===== src/rtl/div32_seq.sv =====
// Sequential unsigned restoring divider: one quotient bit per clock, start/done handshake.
// Results are registered and held until the next accepted operation completes.
module div32_seq #(
  parameter int WIDTH = 32
) (
  input  logic             clk,
  input  logic             rst,
  input  logic             start,
  input  logic [WIDTH-1:0] dividend,
  input  logic [WIDTH-1:0] divisor,
  output logic             busy,
  output logic             done,
  output logic [WIDTH-1:0] quotient,
  output logic [WIDTH-1:0] remainder,
  output logic             div_by_zero
);

  localparam int CntW = (WIDTH > 2) ? $clog2(WIDTH) : 1;

  typedef enum logic [1:0] {
    IDLE = 2'd0,
    CALC = 2'd1,
    DONE = 2'd2
  } state_t;

  state_t            state, stateNext;
  logic [WIDTH-1:0]  remReg;
  logic [WIDTH-1:0]  quoReg;
  logic [WIDTH-1:0]  divReg;
  logic [CntW-1:0]   cnt;

  logic [WIDTH:0]    trial;
  logic              trialGe;
  logic [WIDTH-1:0]  remNext;
  logic [WIDTH-1:0]  quoNext;
  logic              lastIter;
  logic              accept;

  assign accept   = (state == IDLE) && start;
  assign lastIter = (state == CALC) && (cnt == CntW'(WIDTH - 1));

  // The remainder register only needs WIDTH bits: it always ends an iteration below the divisor.
  assign trial   = {remReg, quoReg[WIDTH-1]};
  assign trialGe = trial >= {1'b0, divReg};
  assign remNext = trialGe ? (trial[WIDTH-1:0] - divReg) : trial[WIDTH-1:0];
  assign quoNext = {quoReg[WIDTH-2:0], trialGe};

  // NOTE: every clocked block uses non-blocking assignments so all registers update from pre-edge values.
  always_ff @(posedge clk) begin
    if (rst) state <= IDLE;
    else     state <= stateNext;
  end

  // NOTE: stateNext gets a default before the case so no path leaves it unassigned (no latch).
  always_comb begin
    stateNext = state;
    case (state)
      IDLE:    if (start) stateNext = (divisor == '0) ? DONE : CALC;
      CALC:    if (lastIter) stateNext = DONE;
      DONE:    stateNext = IDLE;
      default: stateNext = IDLE;
    endcase
  end

  always_comb begin
    busy = 1'b0;
    done = 1'b0;
    case (state)
      CALC:    busy = 1'b1;
      DONE:    begin busy = 1'b1; done = 1'b1; end
      default: ;
    endcase
  end

  always_ff @(posedge clk) begin
    if (rst) begin
      remReg      <= '0;
      quoReg      <= '0;
      divReg      <= '0;
      cnt         <= '0;
      quotient    <= '0;
      remainder   <= '0;
      div_by_zero <= 1'b0;
    end else if (accept) begin
      remReg <= '0;
      quoReg <= dividend;
      divReg <= divisor;
      cnt    <= '0;
      if (divisor == '0) begin
        quotient    <= '1;
        remainder   <= dividend;
        div_by_zero <= 1'b1;
      end
    end else if (state == CALC) begin
      remReg <= remNext;
      quoReg <= quoNext;
      cnt    <= cnt + CntW'(1);
      if (lastIter) begin
        quotient    <= quoNext;
        remainder   <= remNext;
        div_by_zero <= 1'b0;
      end
    end
  end

endmodule


===== config.mk =====
export PLATFORM = sky130hd
export DESIGN_NAME = div32_seq
export DESIGN_NICKNAME = d
export VERILOG_FILES = /design/src/rtl/div32_seq.sv
export SDC_FILE = /design/constraint.sdc
export NUM_CORES = 1
export LEC_CHECK = 0
export ABC_AREA = 1
export BUFFER_PORTS_ARGS = -buffer_cell sky130_fd_sc_hd__buf_2
export CAP_MARGIN = 20
export CORE_AREA = 3 3 184 114
export DETAILED_ROUTE_END_ITERATION = 10
export DIE_AREA = 0 0 187 117
export HOLD_SLACK_MARGIN = 0.06
export PLACE_DENSITY = 0.75
export SLEW_MARGIN = 20
export SYNTH_ARGS = -nofsm -noshare
export SYNTH_HDL_FRONTEND = slang
export SYNTH_SLANG_ARGS = --single-unit
export TNS_END_PERCENT = 30

===== constraint.sdc =====
create_clock -name clk -period 2.8 [get_ports clk]
set_input_delay 0.28 -clock clk [delete_from_list [all_inputs] [get_ports clk]]
set_output_delay 0.28 -clock clk [all_outputs]
set_load 0.1 [all_outputs]

Word-level counts from Yosys, hierarchy flattened
Cells that the tools add are included.
Word-level totals
  flip-flop bits (word level): 168
  input bits: 67
  bits in latches: 0
  ROM bits: 0
  memories: 0
  RAM bits: 0
Operators by class
  multiplexer cells: 21
  reductions and logical operators: 10
  multipliers: 0
  bitwise gates (word level): 0
  equality and inequality tests: 6
  divide/modulo/power cells: 0
  add/subtract/negate cells: 2
  shift-type cells: 0
  $lt $le $gt $ge: 1
Operators by type and width (number)
  $mux W32: 11
  $ge A33 B32 Y1: 1
  $logic_not A32 Y1: 1
  $sub A32 B32 Y32: 1
  $mux W1: 6
  $mux W2: 3
  $add A5 B1 Y5 const B: 1
  $eq A5 B5 Y1 const B: 1
  $ne A2 B2 Y1 const B: 2
  $pmux W2 S2: 1
  $reduce_bool A2 Y1: 2
  $reduce_or A2 Y1: 2
  $reduce_and A3 Y1: 1
  $eq A2 B1 Y1 const B: 1
  $eq A2 B2 Y1 const B: 1
  $logic_and A1 B1 Y1: 2
  $logic_not A2 Y1: 1
  $ne A2 B1 Y1 const B: 1
  $reduce_and A2 Y1: 1

Longest topological paths before layout
  depth after elaboration: 5
  mapped depth: 19

Worst setup path after synthesis
No wires, ideal clock.
  path kind: reg-to-reg
  from: register divReg[26]
  to: register remReg[25]
  path slack: 0.801 ns
  stages on the path, launching flop included: 16
  period minus slack after synthesis: 1.999 ns
  arrival: 1.886 ns
  cells stage by stage: dfxtp_1 -> inv_1 -> ha_1 -> nand2_1 -> nor2_1 -> inv_1 -> nor3_1 -> and2_1 -> nand2_1 -> nand2_8 -> inv_4 -> buf_6 -> nand2_1 -> nand2_1 -> o21ai_1 -> inv_1
On the way
  word-level cells in the longest chain between the ends: 2
RTL lines
  start: declaration: RTL line 29  | logic [WIDTH-1:0] divReg;
  start signal: assignment: RTL line 87  | divReg <= divisor;
  $ge A33 B32 Y1: RTL line 44  | assign trialGe = trial >= {1'b0, divReg};
  $mux W32: RTL line 45  | assign remNext = trialGe ? (trial[WIDTH-1:0] - divReg) : trial[WIDTH-1:0];
  end signal: assignment: RTL line 95  | remReg <= remNext;
  end: declaration: RTL line 27  | logic [WIDTH-1:0] remReg;
Every way passes these cells.
A chain may end at the register's enable or synchronous reset.

Final worst setup path
  from: register remReg[12]
  to: register remainder[10]
On the way
  word-level cells in the longest chain between the ends: 5
RTL lines
  $ge A33 B32 Y1: RTL line 44
  $mux W32: RTL line 45
  $mux W32: RTL line 98  | if (lastIter) begin
  $mux W32: RTL line 94  | end else if (state == CALC) begin
  $mux W32: RTL line 84  | end else if (accept) begin
  end signal: assignment: RTL line 91  | remainder <= dividend;
  end signal: assignment: RTL line 100  | remainder <= remNext;
  end: declaration: RTL line 14  | output logic [WIDTH-1:0] remainder,
Every way passes these cells. The select of a mux whose other input is x is not followed.

==> run metrics <==
CP top delay family=simple AND/OR/NAND/NOR gates; Synth top cells by count=nand2_1 (421), inv_1 (312), dfxtp_1 (168); Slew Limit Fails=0; Post-synth ARST share=0%; htree depth=4; clk slew on worst S/H paths=0.07 ns; worst r2r path cells=14; Util after Layout=58.2%; DIE AREA=0.0219 mm^2; clk_skew=0.00649 ns; Most common cell on crit path=nand2_1; drt drc=0; PD cells=1220 mW/mm^2; P&R area growth vs syn=15.0%; WP depth=14; mapped cell area=0.00970 mm^2; CTS tree=built; fmax=0.389 GHz; CP Max Fanout=24; CTS buffer count=17; Leak Pwr=5.95 nW; Tcrit/Tclk final=91.9%; clock tree buffer depth=2; Layout Nets=1697; status=complete, no violations; ANT nets after route=0; initial antenna violation count=1; Core Rows=39; fillcell total=1884; die height=117 um; die width=187 um; synth top area cells=dfxtp_1 (35%), nand2_1 (16%), inv_1 (12%), a21oi_1 (5.9%), o221ai_1 (5.6%); critical path arrival=2.93 ns; Min Clock Period, post-route=2.57 ns; CP endpoint kind=flop; post_cts resized=0; CP Cell Sequence=ha_1 > nand2_1 > nor2_1 > nand2_1 > nor2_1 > nand2_1 > nor2_2 > nor2_2 > nand2_8 > buf_12 > nand2_1 > o21ai_2 > nand2_1 > a21oi_1; drt total wl=27.7 mm; drt first pass iters=5; share of cells above drive strength 1=14.0%; hold path depth=3; worst skew pair latency=0.43 ns; slowest stage delay, CP=0.37 ns; top-count cell post-synth=nand2_1; GP Congestion=0.959; core area=0.0192 mm^2; drt wl/cell=14.8 um; Primary FF master, synth=dfxtp_1; post-synth top area share=34.7%; I/O Buffers=133; final hold violation count=0; syn nets=1592; Root Driver=clkbuf_16; DPL Wire Length=21.2 mm; Mapped Avg Cell Area=6.52 um^2; Initial DRC Count=813; CP required=3.15 ns; clock sinks=168; GRT Util Overall=25.3%; Setup Buffers After CTS=0; reg-to-reg setup timing slack=0.23 ns; vias per std cell=5.10; Setup TNS=0 ns; max_slew headroom=29.7%; RSZ-0062 raised after global routing=false; global-route wire length before repair=44.5 mm; Final Setup Violations=0; vias in the first global route=8620; worst vdd ir=680 uV; WP buf/inv=1; Worst path slowest cell=ha_1; sequential share of the synthesized area=34.7%; Antenna diodes=0; Yosys cell types=39; CP Class=reg -> reg; number of enable flip-flop cells after synthesis=0; Worst-Margin Slew=1.05 ns; MaxCap Viol Count=0; vias=9536; largest area contributor in the netlist=dfxtp_1; Initial Util=50.6%; Hold WC Path Type=in -> reg; Mapped Cells=1487; # IOs=134; Hold-fix buffers, CTS=0; YS warnings=0; largest net degree at the start of global routing=73; total grt overflow=0; Yosys reg bits=168; CP startpoint kind=flop
-- cells by family after synthesis --
| kind of cell | count (synthesis) | share of synthesized area, % |
|---|---|---|
| fa+ha+maj | 38 | 4.98 |
| simple gates | 598 | 25.6 |
| xor+xnor | 15 | 1.35 |
| compound gates | 291 | 18.2 |
| buf+inv | 377 | 15.2 |
| flops | 168 | 34.7 |
-- sequential cells by signal, summed over array words and instances, names as in the netlist --
register	flops
cnt	5
divReg	32
div_by_zero	1
quoReg	32
quotient	32
remReg	32
remainder	32
state	2
-- final timing paths --
check	from	endpoint
worst min-delay path	divisor[23]	divReg[23]
worst max register to register	remReg[12]	remainder[10]
worst max-delay path	remReg[12]	remainder[10]
worst min register to register	divReg[16]	divReg[16]
-- final cells by class --
type,count,area [um^2],share of cell area [%]
multi-input cells,942,4860,43.6
flip-flops and latches,168,3360,30.1
inverters,315,1180,10.6
repair buffers,148,816,7.31
clock buffers,20,457,4.09
well taps,266,333,2.98
clock inverters,12,139,1.24
-- per-stage QoR --
stage                     setup slack, ns  instances  hold slack, ns  power, W  cell area [um^2]
final                               0.228       1871           0.142    0.0136             11200
after global placement              0.332       1839           0.447    0.0109             10600
after global routing               0.0344       1871           0.156    0.0147             11200
after detailed placement            0.294       1839           0.454    0.0110             10600
after CTS                           0.274       1871           0.135    0.0134             11200
after floorplan                     0.801       1487           0.433   0.00921              9700
-- placed cells by master, fill, tap and decap left out, types with 5 or more instances in the layout --
master and instances:
nand3_1 46, nand4_1 6, xor2_1 12, buf_2 133, clkbuf_16 17, and2_1 5
o21ai_2 16, o21ai_0 85, o21ai_1 7, nor2_1 71, buf_4 12, nand3b_1 6
nor2_2 5, nand3_2 8, dfxtp_1 168, ha_1 37, a21oi_1 114, nor3_1 17
o221ai_1 62, nand2_2 12, nand2_1 419, inv_1 311
-- worst min-delay path, cell delays in order --
cell     delay [ns]
buf_2          0.08
o21ai_0        0.07
a21oi_1        0.10
-- routing by layer --
layer / up-vias / routed length [um] / global-route usage (%) / share of wire [%]
met3: 32 / 2030 / 5.06 / 7.3
li1: 4916 / - / - / -
met2: 310 / 11400 / 38.4 / 41
met1: 4276 / 14000 / 37.6 / 51
met5: - / 13 / 0 / 0.047
met4: 2 / 248 / 4.73 / 0.89
-- power breakdown --
| part | total [W] | switching (W) | internal, W |
|---|---|---|---|
| sequential | 0.00299 | 0.000212 | 0.00278 |
| clock | 0.00240 | 0.00102 | 0.00137 |
| combinational | 0.00817 | 0.00570 | 0.00247 |
(Power assumes the default switching activity.)
